[config.mk]
export PLATFORM = sky130hd
export DESIGN_NAME = mem_port_arbiter
export DESIGN_NICKNAME = d
export VERILOG_FILES = /design/src/rtl/mem_arb_pkg.sv /design/src/rtl/mem_arb_watchdog.sv /design/src/rtl/mem_port_arbiter.sv
export SDC_FILE = /design/constraint.sdc
export NUM_CORES = 1
export LEC_CHECK = 0
export CAP_MARGIN = 10
export CORE_MARGIN = 2
export CORE_UTILIZATION = 39
export CTS_BUF_LIST = sky130_fd_sc_hd__clkbuf_4 sky130_fd_sc_hd__clkbuf_8
export DETAILED_ROUTE_END_ITERATION = 10
export PLACE_DENSITY = 0.87
export SETUP_SLACK_MARGIN = 0.5
export SYNTH_ARGS = -nofsm -noshare
export SYNTH_HDL_FRONTEND = slang
export SYNTH_SLANG_ARGS = --single-unit
[constraint.sdc]
create_clock -name clk -period 2.4 [get_ports clk]
set_clock_uncertainty 0.15 [all_clocks]
set_input_delay 0.6 -clock clk [delete_from_list [all_inputs] [get_ports clk]]
set_output_delay 0.6 -clock clk [all_outputs]
set_load 0.01 [all_outputs]
[src/rtl/mem_arb_pkg.sv]
// Shared definitions for the unified memory port arbiter and pipeline control.
package mem_arb_pkg;

    typedef enum logic [1:0] {
        IDLE   = 2'd0,
        BUSY_I = 2'd1,
        BUSY_D = 2'd2,
        DONE   = 2'd3
    } arb_state_t;

    localparam logic [31:0] TIMEOUT_DATA = 32'hDEAD_BEEF;

    localparam logic [6:0] OPC_LW = 7'b0000011;
    localparam logic [6:0] OPC_SW = 7'b0100011;

endpackage

[src/rtl/mem_arb_watchdog.sv]
// Cycle counter for an outstanding memory request; flags expiry after TIMEOUT_CYCLES busy cycles.
module mem_arb_watchdog #(
    parameter int TIMEOUT_CYCLES = 255
) (
    input  logic clk,
    input  logic reset,
    input  logic busy,
    output logic expire
);
    localparam int CNT_W = $clog2(TIMEOUT_CYCLES + 1);

    logic [CNT_W-1:0] count_r;

    // Count busy cycles; leaving BUSY restarts the count for the next access
    always_ff @(posedge clk) begin
        if (reset) begin
            count_r <= '0;
        end else if (!busy) begin
            count_r <= '0;
        end else begin
            count_r <= count_r + CNT_W'(1);
        end
    end

    // The count starts at 0 on the first busy cycle, so TIMEOUT_CYCLES-1 marks the last one
    assign expire = busy && (count_r == CNT_W'(TIMEOUT_CYCLES - 1));

endmodule

[src/rtl/mem_port_arbiter.sv]
// Arbitrates the single memory port between fetch and data access (data has priority).
// Optional watchdog enabled by defining MEM_ARB_TIMEOUT_EN.
module mem_port_arbiter
    import mem_arb_pkg::*;
#(
    parameter int ADDR_W         = 32,
    parameter int DATA_W         = 32,
    parameter int TIMEOUT_CYCLES = 255
) (
    input  logic              clk,
    input  logic              reset,
    input  logic              if_req,
    input  logic [ADDR_W-1:0] if_addr,
    input  logic              flush_if,
    output logic [DATA_W-1:0] if_rdata,
    output logic              if_ready,
    input  logic              d_req,
    input  logic              d_we,
    input  logic [ADDR_W-1:0] d_addr,
    input  logic [DATA_W-1:0] d_wdata,
    output logic [DATA_W-1:0] d_rdata,
    output logic              d_ready,
    output logic              mem_req,
    output logic              mem_we,
    output logic [ADDR_W-1:0] mem_addr,
    output logic [DATA_W-1:0] mem_wdata,
    input  logic [DATA_W-1:0] mem_rdata,
    input  logic              mem_ack,
    output logic              stall_if,
    output logic              stall_dm,
    output logic              timeout_err
);

    if (TIMEOUT_CYCLES < 1) begin : g_bad_timeout
        $error("mem_port_arbiter: TIMEOUT_CYCLES must be at least 1");
    end

    arb_state_t        state_r;
    arb_state_t        state_n_s;
    logic              grant_d_s;
    logic              grant_i_s;
    logic              finish_s;
    logic              expire_s;
    logic              discard_r;
    logic              discard_s;
    logic              timed_out_s;
    logic [DATA_W-1:0] rdata_s;

    logic              if_ready_r;
    logic              d_ready_r;
    logic [DATA_W-1:0] if_rdata_r;
    logic [DATA_W-1:0] d_rdata_r;
    logic              mem_req_r;
    logic              mem_we_r;
    logic [ADDR_W-1:0] mem_addr_r;
    logic [DATA_W-1:0] mem_wdata_r;
    logic              timeout_err_r;

`ifdef MEM_ARB_TIMEOUT_EN
    mem_arb_watchdog #(
        .TIMEOUT_CYCLES(TIMEOUT_CYCLES)
    ) u_watchdog (
        .clk   (clk),
        .reset (reset),
        .busy  ((state_r == BUSY_I) || (state_r == BUSY_D)),
        .expire(expire_s)
    );
`else
    assign expire_s = 1'b0;
`endif

    // A real ack wins over a simultaneous expiry
    assign timed_out_s = expire_s && !mem_ack;
    assign rdata_s     = timed_out_s ? DATA_W'(TIMEOUT_DATA) : mem_rdata;
    // Flush arriving in the same cycle as the ack must still suppress the fetch result
    assign discard_s   = discard_r || ((state_r == BUSY_I) && flush_if);

    // State register
    always_ff @(posedge clk) begin
        if (reset) begin
            state_r <= IDLE;
        end else begin
            state_r <= state_n_s;
        end
    end

    // Next-state and grant decode
    always_comb begin
        state_n_s = state_r;
        grant_d_s = 1'b0;
        grant_i_s = 1'b0;
        finish_s  = 1'b0;
        case (state_r)
            IDLE: begin
                if (d_req) begin
                    state_n_s = BUSY_D;
                    grant_d_s = 1'b1;
                end else if (if_req && !flush_if) begin
                    state_n_s = BUSY_I;
                    grant_i_s = 1'b1;
                end else begin
                    state_n_s = IDLE;
                end
            end
            BUSY_I, BUSY_D: begin
                if (mem_ack || expire_s) begin
                    state_n_s = DONE;
                    finish_s  = 1'b1;
                end else begin
                    state_n_s = state_r;
                end
            end
            DONE: begin
                state_n_s = IDLE;
            end
            default: begin
                state_n_s = IDLE;
            end
        endcase
    end

    // Memory-side registers and requester completion
    always_ff @(posedge clk) begin
        if (reset) begin
            mem_req_r     <= 1'b0;
            mem_we_r      <= 1'b0;
            mem_addr_r    <= '0;
            mem_wdata_r   <= '0;
            if_ready_r    <= 1'b0;
            d_ready_r     <= 1'b0;
            if_rdata_r    <= '0;
            d_rdata_r     <= '0;
            timeout_err_r <= 1'b0;
        end else begin
            if_ready_r <= 1'b0;
            d_ready_r  <= 1'b0;
            if (grant_d_s) begin
                mem_req_r   <= 1'b1;
                mem_we_r    <= d_we;
                mem_addr_r  <= d_addr;
                mem_wdata_r <= d_wdata;
            end else if (grant_i_s) begin
                mem_req_r  <= 1'b1;
                mem_we_r   <= 1'b0;
                mem_addr_r <= if_addr;
            end else if (finish_s) begin
                mem_req_r <= 1'b0;
                mem_we_r  <= 1'b0;
                if (timed_out_s) begin
                    timeout_err_r <= 1'b1;
                end else begin
                    timeout_err_r <= timeout_err_r;
                end
                if (state_r == BUSY_D) begin
                    d_ready_r <= 1'b1;
                    if (!mem_we_r) begin
                        d_rdata_r <= rdata_s;
                    end else begin
                        d_rdata_r <= d_rdata_r;
                    end
                end else if (!discard_s) begin
                    if_ready_r <= 1'b1;
                    if_rdata_r <= rdata_s;
                end else begin
                    if_rdata_r <= if_rdata_r;
                end
            end else begin
                mem_req_r <= mem_req_r;
            end
        end
    end

    // Discard flag for a fetch redirected while its memory access is outstanding
    always_ff @(posedge clk) begin
        if (reset) begin
            discard_r <= 1'b0;
        end else if (state_r == IDLE) begin
            discard_r <= 1'b0;
        end else if ((state_r == BUSY_I) && flush_if) begin
            discard_r <= 1'b1;
        end else begin
            discard_r <= discard_r;
        end
    end

    assign if_ready    = if_ready_r;
    assign d_ready     = d_ready_r;
    assign if_rdata    = if_rdata_r;
    assign d_rdata     = d_rdata_r;
    assign mem_req     = mem_req_r;
    assign mem_we      = mem_we_r;
    assign mem_addr    = mem_addr_r;
    assign mem_wdata   = mem_wdata_r;
    assign timeout_err = timeout_err_r;

    assign stall_if = if_req && !if_ready_r && !flush_if;
    assign stall_dm = d_req && !d_ready_r;

endmodule

==> metrics.cfg <==
[setup_path]
ff2ff_path_depth=7
reg2reg_slack_ns=0.49
critPathMaxFanout=6
critPathLaunchType=flip-flop
worstReg2RegEnd=if_rdata[8]$_SDFFE_PP0P_
crit_type=reg -> reg
cp.arrival_ns=2.12
rr_startpoint=state_r[1]$_SDFFE_PP0P_
cp-end-kind=flip-flop
worstPathRequired_ns=2.60

[power_and_ir_drop]
intPower_mw=4.91
total_power_mw=7.06
sequentialPowerShare_pct=38.1
clkPwrFrac_pct=31.1
vdd_ir_drop_max_mv=0.465
p_switching_mw=2.15
leakage_nw=4.10
p_comb_share_pct=30.7
p_per_area_mw_per_mm2=793
swShare_pct=30.5

[hold_path]
hold_path.class=reg -> reg
hp-start=mem_wdata[1]$_SDFFE_PP0P_
hold_depth=2
hold_path_end=mem_wdata[1]$_SDFFE_PP0P_

[sta]
hold_viol=0
fin_crit_ns=1.91
setup_violations=0
grt_setup_unrepaired=yes
tns_ns=0
fin_ws_ns=0.486
fmax_mhz=522
min_period_over_period_pct=79.8
timing.hold.ws_ns=0.302
report.final.slew_viol_count=0

[die]
die_area_sq_mm=0.0150
dieWidth_microns=122
fp.dieH_microns=122
core_region_area_sq_mm=0.0138
rows=43
start_util_pct=39.6
io_pins=270

[route]
ant_nets=0
route.detailed.drc=0
wl_microns=15900
drt_pass1_iterations=6
vias=5075
via_per_inst=4.76
first_iter_violations=244
routedWlPerCell_microns=14.9

[logic_synthesis]
synth_seq_cells=135
synthTopCellsByArea=dfxtp_1 50%, mux2i_1 12%, nand2b_1 11%
seq_area_frac_synth_pct=49.5
yosysWarnings=0
synth_nets=743
syn_inst=604
synth_top_area_share_pct=49.5
ys_types=27
syn_area_sq_mm=0.00546
yosys.area.top_type=dfxtp_1
syn_avg_cell_area_sq_um=9.03

[global_route]
grt.overflow.total=0
antenna_found_initial=0
first_global_vias=4757
track_usage_pct=20.1
grt_pass1_wl_microns=23500
grt_start_max_net_pins=100

[cells_and_area]
utilization_pct=64.7
final_common_cell=dfxtp_1
fin_area_sq_mm=0.00891
area_growth_syn_to_layout_pct=63.4
final_cell_mix=132 x dfxtp_1, 129 x nand2_1, 129 x clkdlybuf4s50_1
multi_input_area_sq_mm=0.00258
final_cells=1066
regArea_sq_mm=0.00271
drive_above_1_share_pct=9.71
fill_cells=1158
diodes=0
layout.nets=1012

[clock_network]
clock-sinks=135
cts_htree_levels=4
insertion_delay_ns=0.43
numCtsBuffers=17
cts_buffer_depth=2
cts_root_buffer=clkbuf_8
cts_tree=done
path_clk_slew_ns=0.08

[placed_design]
place_congestion=0.779
post-place-cells=1024
detailed_place_hpwl_microns=10800
dp_worst_setup_slack_ns=-0.260
port_buffers=268
dpl_cell_area_sq_mm=0.00841

[job]
maxCapViolations=0

[status]
outcome=finished clean

[worst max-delay path by stage]
stage               depth (start not counted)                     from                  endpoint  slack (ns)
CTS                                         4                 flush_if                  stall_if        0.39
finish                                      7  state_r[1]$_SDFFE_PP0P_  if_rdata[8]$_SDFFE_PP0P_        0.49
global route                                7  state_r[1]$_SDFFE_PP0P_  if_rdata[8]$_SDFFE_PP0P_        0.38
floorplan                                   6                   if_req  d_rdata[22]$_SDFFE_PP0P_        0.37
detailed placement                          4                   if_req                  stall_if       -0.26
global placement                            4                   if_req                  stall_if       -0.22
[metal layers]
| metal | global-route usage (%) | share of wire (%) | up-vias |
|---|---|---|---|
| met5 | 0 | 0 | - |
| li1 | - | - | 2540 |
| met3 | 7.81 | 9.2 | 18 |
| met2 | 33.8 | 49 | 203 |
| met1 | 23.2 | 40 | 2314 |
| met4 | 7.33 | 1.5 | 0 |
[final cells by class]
class	count	share of cell area (%)
repair buffers	297	32.8
clock buffers	18	2.78
well taps	180	2.53
clock inverters	14	2.48
multi-input cells	419	28.9
flip-flops and latches	135	30.4
inverters	3	0.126
[repair_timing]
item,4_1_cts,5_1_grt
pin swaps,1,2
resized for setup,159,24
setup buffers,2,3
gates cloned,1,4
hold buffers,0,0
endpoints found under the setup margin,227,69
[logic make-up after synthesis]
family / count (synthesis) / share of synthesized area (%)
flip-flops: 135 / 49.5
adder cells (fa/ha/maj): 4 / 0.917
other: 1 / 0.0687
buffers and inverters: 50 / 4.24
AO/OA/AOI/OAI: 70 / 8.74
multiplexers: 64 / 11.7
AND/OR/NAND/NOR: 280 / 24.7
[state kept, by name (all words and copies together) (netlist names)]
| name | cells |
|---|---|
| d_rdata | 32 |
| d_ready | 1 |
| discard_r | 1 |
| if_rdata | 32 |
| if_ready | 1 |
| mem_addr | 32 |
| mem_req | 1 |
| mem_wdata | 32 |
| mem_we | 1 |
| state_r | 2 |
[synthesized netlist by cell type, drive strengths merged]
library cell	count
nand2	131
a21boi	1
nand3b	1
nor4b	2
dfxtp	135
nor2	38
buf	11
nand2b	98
or3	1
o21a	1
clkbuf	36
a31oi	1
nor4	2
and2	1
or4b	1
nor3	3
ha	4
a311oi	32
inv	3
conb	1
nor2b	2
a21oi	35
mux2i	64
[power groups by stage]
stage,clock network (mW),logic [mW],registers [mW]
floorplan,0,0.947,2.88
global placement,0,2.22,2.74
detailed placement,0,2.24,2.75
CTS,2.26,2.08,2.70
global route,2.35,2.37,2.73
finish,2.20,2.17,2.69
[critical path: stages, from the launching register on]
cell,delay (ns)
dfxtp_2,0.35
inv_2,0.06
ha_2,0.17
a21oi_2,0.17
nand2b_1,0.09
or3_4,0.46
clkbuf_16,0.20
mux2i_1,0.18
No activity file was read; power rests on OpenSTA's default activity.
